File: src/rtl/serial_tx_pkg.sv
// Shared definitions for the serial transmitter: FSM state encoding,
// line idle level and a width helper for the internal counters.
package serial_tx_pkg;

    typedef enum logic [1:0] {
        StIdle  = 2'd0,
        StStart = 2'd1,
        StData  = 2'd2,
        StStop  = 2'd3
    } tx_state_e;

    localparam logic IdleLevel = 1'b1;

    // Counter width for a modulus of 'value'; never narrower than one bit.
    function automatic int unsigned clog2_min1(input int unsigned value);
        return (value <= 2) ? 1 : $clog2(value);
    endfunction

endpackage

File: src/rtl/serial_tx_if.sv
// Word handshake plus serial-line outputs of the serial transmitter.
interface serial_tx_if #(
    parameter int unsigned DATA_WIDTH = 16
) ();

    logic [DATA_WIDTH-1:0] in;
    logic                  valid;
    logic                  ready;
    logic                  tx;
    logic                  bit_strobe;
    logic                  busy;

    modport master (
        output in,
        output valid,
        input  ready,
        input  tx,
        input  bit_strobe,
        input  busy
    );

    modport slave (
        input  in,
        input  valid,
        output ready,
        output tx,
        output bit_strobe,
        output busy
    );

endinterface

File: src/rtl/serial_tx_bit_timer.sv
// Bit-period divider: counts 0..CLKS_PER_BIT-1, flags the last cycle of the
// period and also what that flag will be after the next edge.
module serial_tx_bit_timer
    import serial_tx_pkg::*;
#(
    parameter int unsigned CLKS_PER_BIT = 4
) (
    input  logic clk,
    input  logic rst,
    input  logic clr,
    output logic tick,
    output logic tick_next
);

    localparam int unsigned CntW = clog2_min1(CLKS_PER_BIT);
    localparam logic [CntW-1:0] LastCnt = CntW'(CLKS_PER_BIT - 1);

    logic [CntW-1:0] cnt_q, cnt_d;

    always_comb begin
        tick = (cnt_q == LastCnt);
        if (clr || tick) begin
            cnt_d = '0;
        end else begin
            cnt_d = cnt_q + CntW'(1);
        end
        // Lets the owner register a strobe that lines up with the last cycle.
        tick_next = (cnt_d == LastCnt);
    end

    always_ff @(posedge clk or posedge rst) begin
        if (rst) begin
            cnt_q <= '0;
        end else begin
            cnt_q <= cnt_d;
        end
    end

endmodule

File: src/rtl/serial_tx.sv
// Parallel-in, serial-out transmitter: start bit, DATA_WIDTH bits LSB first,
// stop bit, each held CLKS_PER_BIT clocks, with a per-data-bit strobe.
module serial_tx
    import serial_tx_pkg::*;
#(
    parameter int unsigned DATA_WIDTH   = 16,
    parameter int unsigned CLKS_PER_BIT = 4
) (
    input  logic         clk,
    input  logic         rst,
    input  logic         cl,
    serial_tx_if.slave   bus
);

    localparam int unsigned BitW = clog2_min1(DATA_WIDTH);
    localparam logic [BitW-1:0] LastBit = BitW'(DATA_WIDTH - 1);

    tx_state_e             state_q, state_d;
    logic [DATA_WIDTH-1:0] shreg_q, shreg_d;
    logic [BitW-1:0]       bit_cnt_q, bit_cnt_d;
    logic                  tx_q, tx_d;
    logic                  strobe_q, strobe_d;
    logic                  tick, tick_next, timer_clr;

    // Holding the divider clear while idle makes acceptance restart the period.
    assign timer_clr = cl || (state_q == StIdle);

    serial_tx_bit_timer #(
        .CLKS_PER_BIT (CLKS_PER_BIT)
    ) u_bit_timer (
        .clk       (clk),
        .rst       (rst),
        .clr       (timer_clr),
        .tick      (tick),
        .tick_next (tick_next)
    );

    always_comb begin
        state_d   = state_q;
        shreg_d   = shreg_q;
        bit_cnt_d = bit_cnt_q;

        if (cl) begin
            state_d   = StIdle;
            bit_cnt_d = '0;
        end else begin
            case (state_q)
                StIdle: begin
                    if (bus.valid) begin
                        state_d = StStart;
                        shreg_d = bus.in;
                    end
                end
                StStart: begin
                    if (tick) begin
                        state_d   = StData;
                        bit_cnt_d = '0;
                    end
                end
                StData: begin
                    if (tick) begin
                        shreg_d = shreg_q >> 1;
                        if (bit_cnt_q == LastBit) begin
                            state_d   = StStop;
                            bit_cnt_d = '0;
                        end else begin
                            bit_cnt_d = bit_cnt_q + BitW'(1);
                        end
                    end
                end
                StStop: begin
                    if (tick) begin
                        state_d = StIdle;
                    end
                end
                default: state_d = StIdle;
            endcase
        end

        // Outputs are registered, so decode them from the next state.
        case (state_d)
            StStart: tx_d = 1'b0;
            StData:  tx_d = shreg_d[0];
            default: tx_d = IdleLevel;
        endcase
        strobe_d = (state_d == StData) && tick_next;
    end

    always_ff @(posedge clk or posedge rst) begin
        if (rst) begin
            state_q   <= StIdle;
            shreg_q   <= '0;
            bit_cnt_q <= '0;
            tx_q      <= IdleLevel;
            strobe_q  <= 1'b0;
        end else begin
            state_q   <= state_d;
            shreg_q   <= shreg_d;
            bit_cnt_q <= bit_cnt_d;
            tx_q      <= tx_d;
            strobe_q  <= strobe_d;
        end
    end

    assign bus.ready      = (state_q == StIdle);
    assign bus.busy       = (state_q != StIdle);
    assign bus.tx         = tx_q;
    assign bus.bit_strobe = strobe_q;

endmodule
File: src/flat_wrapper.sv
// flat-port wrapper written by rule: the top's interface ports become plain ports
module serial_tx_flat import serial_tx_pkg::*;
#(
    parameter int unsigned DATA_WIDTH   = 16,
    parameter int unsigned CLKS_PER_BIT = 4
)
  (clk, rst, cl, bus_in, bus_valid, bus_ready, bus_tx, bus_bit_strobe, bus_busy);
  serial_tx_if #(.DATA_WIDTH(DATA_WIDTH)) bus_i ();
  input  logic clk;
  input  logic rst;
  input  logic cl;
  input wire logic [$bits(bus_i.in)-1:0] bus_in;
  input wire logic [$bits(bus_i.valid)-1:0] bus_valid;
  output wire logic [$bits(bus_i.ready)-1:0] bus_ready;
  output wire logic [$bits(bus_i.tx)-1:0] bus_tx;
  output wire logic [$bits(bus_i.bit_strobe)-1:0] bus_bit_strobe;
  output wire logic [$bits(bus_i.busy)-1:0] bus_busy;
  assign bus_i.in = bus_in;
  assign bus_i.valid = bus_valid;
  assign bus_ready = bus_i.ready;
  assign bus_tx = bus_i.tx;
  assign bus_bit_strobe = bus_i.bit_strobe;
  assign bus_busy = bus_i.busy;
  serial_tx #(.DATA_WIDTH(DATA_WIDTH), .CLKS_PER_BIT(CLKS_PER_BIT)) u_core (.clk(clk), .rst(rst), .cl(cl), .bus(bus_i));
endmodule
File: config.mk
export PLATFORM = sky130hd
export DESIGN_NAME = serial_tx_flat
export DESIGN_NICKNAME = d
export VERILOG_FILES = /design/src/rtl/serial_tx_pkg.sv /design/src/rtl/serial_tx_if.sv /design/src/rtl/serial_tx_bit_timer.sv /design/src/rtl/serial_tx.sv /design/src/flat_wrapper.sv
export SDC_FILE = /design/constraint.sdc
export NUM_CORES = 1
export LEC_CHECK = 0
export CAP_MARGIN = 10
export CORE_ASPECT_RATIO = 1.1
export CORE_UTILIZATION = 35
export DETAILED_ROUTE_END_ITERATION = 8
export GPL_TIMING_DRIVEN = 0
export SLEW_MARGIN = 20
export SYNTH_ARGS = -nofsm -noshare
export SYNTH_HDL_FRONTEND = slang
export SYNTH_SLANG_ARGS = --single-unit
File: constraint.sdc
create_clock -name clk -period 1.3 [get_ports clk]
set_input_delay 0.13 -clock clk [delete_from_list [all_inputs] [get_ports clk]]
set_output_delay 0.13 -clock clk [all_outputs]
set_load 0.05 [all_outputs]
==> key figures <==
Logic synthesis
  – Top-count cell post-synth: dfrtp_1
  – Register area share after synthesis: a little under half
  – Post-Syn Area: 0.00139 mm²
  – Syn nets: 157
  – Synth top area share: 45.0%
  – Async S/R FF share, synth: 100%
  – Commonest cells post-synth: dfrtp_1 (25), nor2_1 (19), a21oi_1 (9), a21oi_2 (9), a22oi_2 (9)
  – Post-synth top area cell: dfrtp_1
  – #FFs+latches synth: 26
  – Cells after synthesis: 135
  – Library cells used by synthesis: 39
  – Warnings, synthesis: 0
  – Area contributors post-synth: dfrtp_1 (45%), a22oi_2 (8.1%), a21oi_2 (5.7%)
  – Syn_area_per_cell: 10.3 µm²
  – Synth Flop Type: dfrtp_1
  – Post-synth EDFFs: 0

Floorplanning
  – Starting Density: 37.4%
  – Die W: 62.1 µm
  – IO Pins: 24
  – Die area: about 0.0042 mm²
  – CORE AREA: 0.00371 mm²
  – DIE HEIGHT: 68.1 µm
  – Row count: 23

Global routing
  – GRT Util Overall: between 10% and 20%
  – First-pass GRT wire length: 4.97 mm
  – Vias in the first global route: around 1100
  – Initial antenna violation count: 0
  – Pin count of the biggest net entering global routing: 27
  – GRT overflow: 0

Setup path
  – WP data arrival: 1.67 ns
  – R2R cell count: 7
  – Crit-path max FO: 6
  – Required @ worst endpoint: around 1.5 ns
  – CP endpoint kind: flop
  – Crit start category: flop
  – WS Path Type: reg -> reg

Timing
  – Tightest Pin Transition: between 0.6 and 0.7 ns
  – Final setup margin: -0.158 ns
  – Unrepaired setup endpoints after global routing: true
  – Final setup vio count: 20
  – Worst relative slew slack: 54.9%
  – Post-layout min period: 1.46 ns
  – Final Max Slew Viols: 0
  – Peak Freq: a little under 0.7 GHz
  – Final period util: 112%
  – Final hold vios: 0
  – Clock skew: 0.00609 ns

CTS
  – Clock Path Buffers: 2
  – Root Buffer: clkbuf_8
  – CTS tree: built
  – Sink Count: 26
  – Clock Latency Late Sink: 0.28 ns
  – Clock transition at the registers of the reported paths: approximately 0.09 ns
  – TritonCTS Buffers: 3
  – H-Tree Depth: 1

Power
  – Cell Pwr Density: 1030 mW/mm²
  – Peak VDD IR: 441 µV
  – Leakage: 0.798 nW
  – Overall power: 2.10 mW

Final layout
  – Final instance area: about 0.002 mm²
  – Ant diodes: 0
  – Synth-to-layout area growth: 46.8%
  – Fin nets: 195
  – Share of post-route cells with drive strength above 1: 43.0%
  – Final core occ: around 55%

Run status
  – Failing checks: negative setup slack
  – Run status: complete, but fails checks

Detailed routing
  – Total vias in the final route: 1150
  – Drt pass-1 iters: 4
  – Post-DR vias/cell: 5.18
  – Drt first-iter violations: 48
  – Final ANT Viol Nets: 0
  – WL per Instance: 14.7 µm
  – Post-route DRC violation count: 0
  – DRT Wirelength: 3.27 mm

Min path
  – Hold WC Path Type: in -> async

Placed design
  – GP Congestion: ~0.77
  – Place WS: -0.392 ns
  – Placed cell areas: 0.00168 mm²
  – DPL Wire Length: 2.02 mm
  – IO Port Bufs: 22

Run
  – MaxCap Viol Count: 0
==> cell families (layout without fill, tap and decap cells) <==
| group | Yosys count | count (layout) | synth area share [%] |
|---|---|---|---|
| DFF | 26 | 26 | 46.9 |
| buffers and inverters | 17 | 54 | 7.93 |
| AOI/OAI and AO/OA | 45 | 45 | 26.4 |
| adders and majority gates | 2 | 2 | 1.80 |
| xor gates and xnor gates | 1 | 1 | 0.631 |
| muxes | 1 | 1 | 0.721 |
| and+or+nand+nor | 43 | 43 | 15.6 |
==> cell type report <==
type,instances,area [µm²]
inverter,7,33.8
clock inverter,1,30.0
fill,326,1670
sequential,26,652
multi-input combinational,92,751
clock buffer,3,41.3
timing repair buffer,34,358
buffer,9,111
tap,50,62.6
==> worst max-delay path: stages (launching register included) <==
cell and delay, ns:
dfrtp_1 0.41, buf_6 0.14, mux2i_4 0.18, nor3_4 0.25, buf_6 0.16, buf_8 0.11, nor2_1 0.04, a21oi_2 0.09
==> state kept, by name (all words and copies together), names as in the netlist <==
register                  cells
u_core.u_bit_timer.cnt_q      2
u_core.state_q                2
u_core.bus.bit_strobe         1
u_core.shreg_q               16
u_core.bit_cnt_q              4
u_core.bus.tx                 1
==> power breakdown <==
part / internal, mW / leakage (nW) / switching, mW
sequential: 0.908 / 0.323 / 0.0642
combinational: 0.231 / 0.439 / 0.216
clock: 0.413 / 0.0357 / 0.269
==> through the flow <==
stage	cells	setup TNS (ns)	hold slack [ns]
floorplan	135	-2.20	0.169
global placement	207	-5.56	0.446
detailed placement	207	-7.00	0.451
CTS	215	-2.12	0.264
global route	222	-3.99	0.295
finish	222	-2.65	0.217
==> repair_timing <==
| item | CTS | global route |
|---|---|---|
| cloned | 0 | 2 |
| setup buffers | 4 | 6 |
| pin swaps | 3 | 10 |
| hold buffers | 0 | 0 |
| hold endpoints to repair | 0 | 0 |
| gates resized for setup | 28 | 38 |
| endpoints found under the setup margin | 26 | 26 |
==> layer usage <==
metal | GRT usage (%) | routed length (µm) | share of wire (%) | vias up
met5 | 0 | 0 | 0 | -
li1 | - | - | - | 551
met4 | 6.94 | 65 | 2.0 | 0
met3 | 3.21 | 159 | 4.9 | 7
met2 | 27.1 | 1640 | 50 | 23
met1 | 19.9 | 1410 | 43 | 569
==> placed cells by master (no fill, tap or decap), types with 3 or more instances in the layout <==
master           instances
a21oi_2                 17
a22oi_1                  5
a22oi_2                 10
buf_4                    8
buf_6                    8
clkbuf_8                 3
clkdlybuf4s50_1         18
dfrtp_1                 25
inv_1                    5
nand2_1                  6
nand3_1                  4
nor2_1                  15
nor2_2                   3
==> final timing paths <==
path	start	end	slack (ns)
max in group asynchronous	rst	u_core.bit_cnt_q[2]$_DFFE_PP0P_	0.71
max	u_core.state_q[1]$_DFF_PP0_	u_core.shreg_q[5]$_DFFE_PP0P_	-0.16
min in group clk	cl	u_core.bit_cnt_q[1]$_DFFE_PP0P_	0.35
max reg2reg	u_core.state_q[1]$_DFF_PP0_	u_core.shreg_q[5]$_DFFE_PP0P_	-0.16
min	rst	u_core.shreg_q[7]$_DFFE_PP0P_	0.22
min reg2reg	u_core.bit_cnt_q[3]$_DFFE_PP0P_	u_core.bit_cnt_q[3]$_DFFE_PP0P_	0.52
No activity file was read; power rests on OpenSTA's default activity.
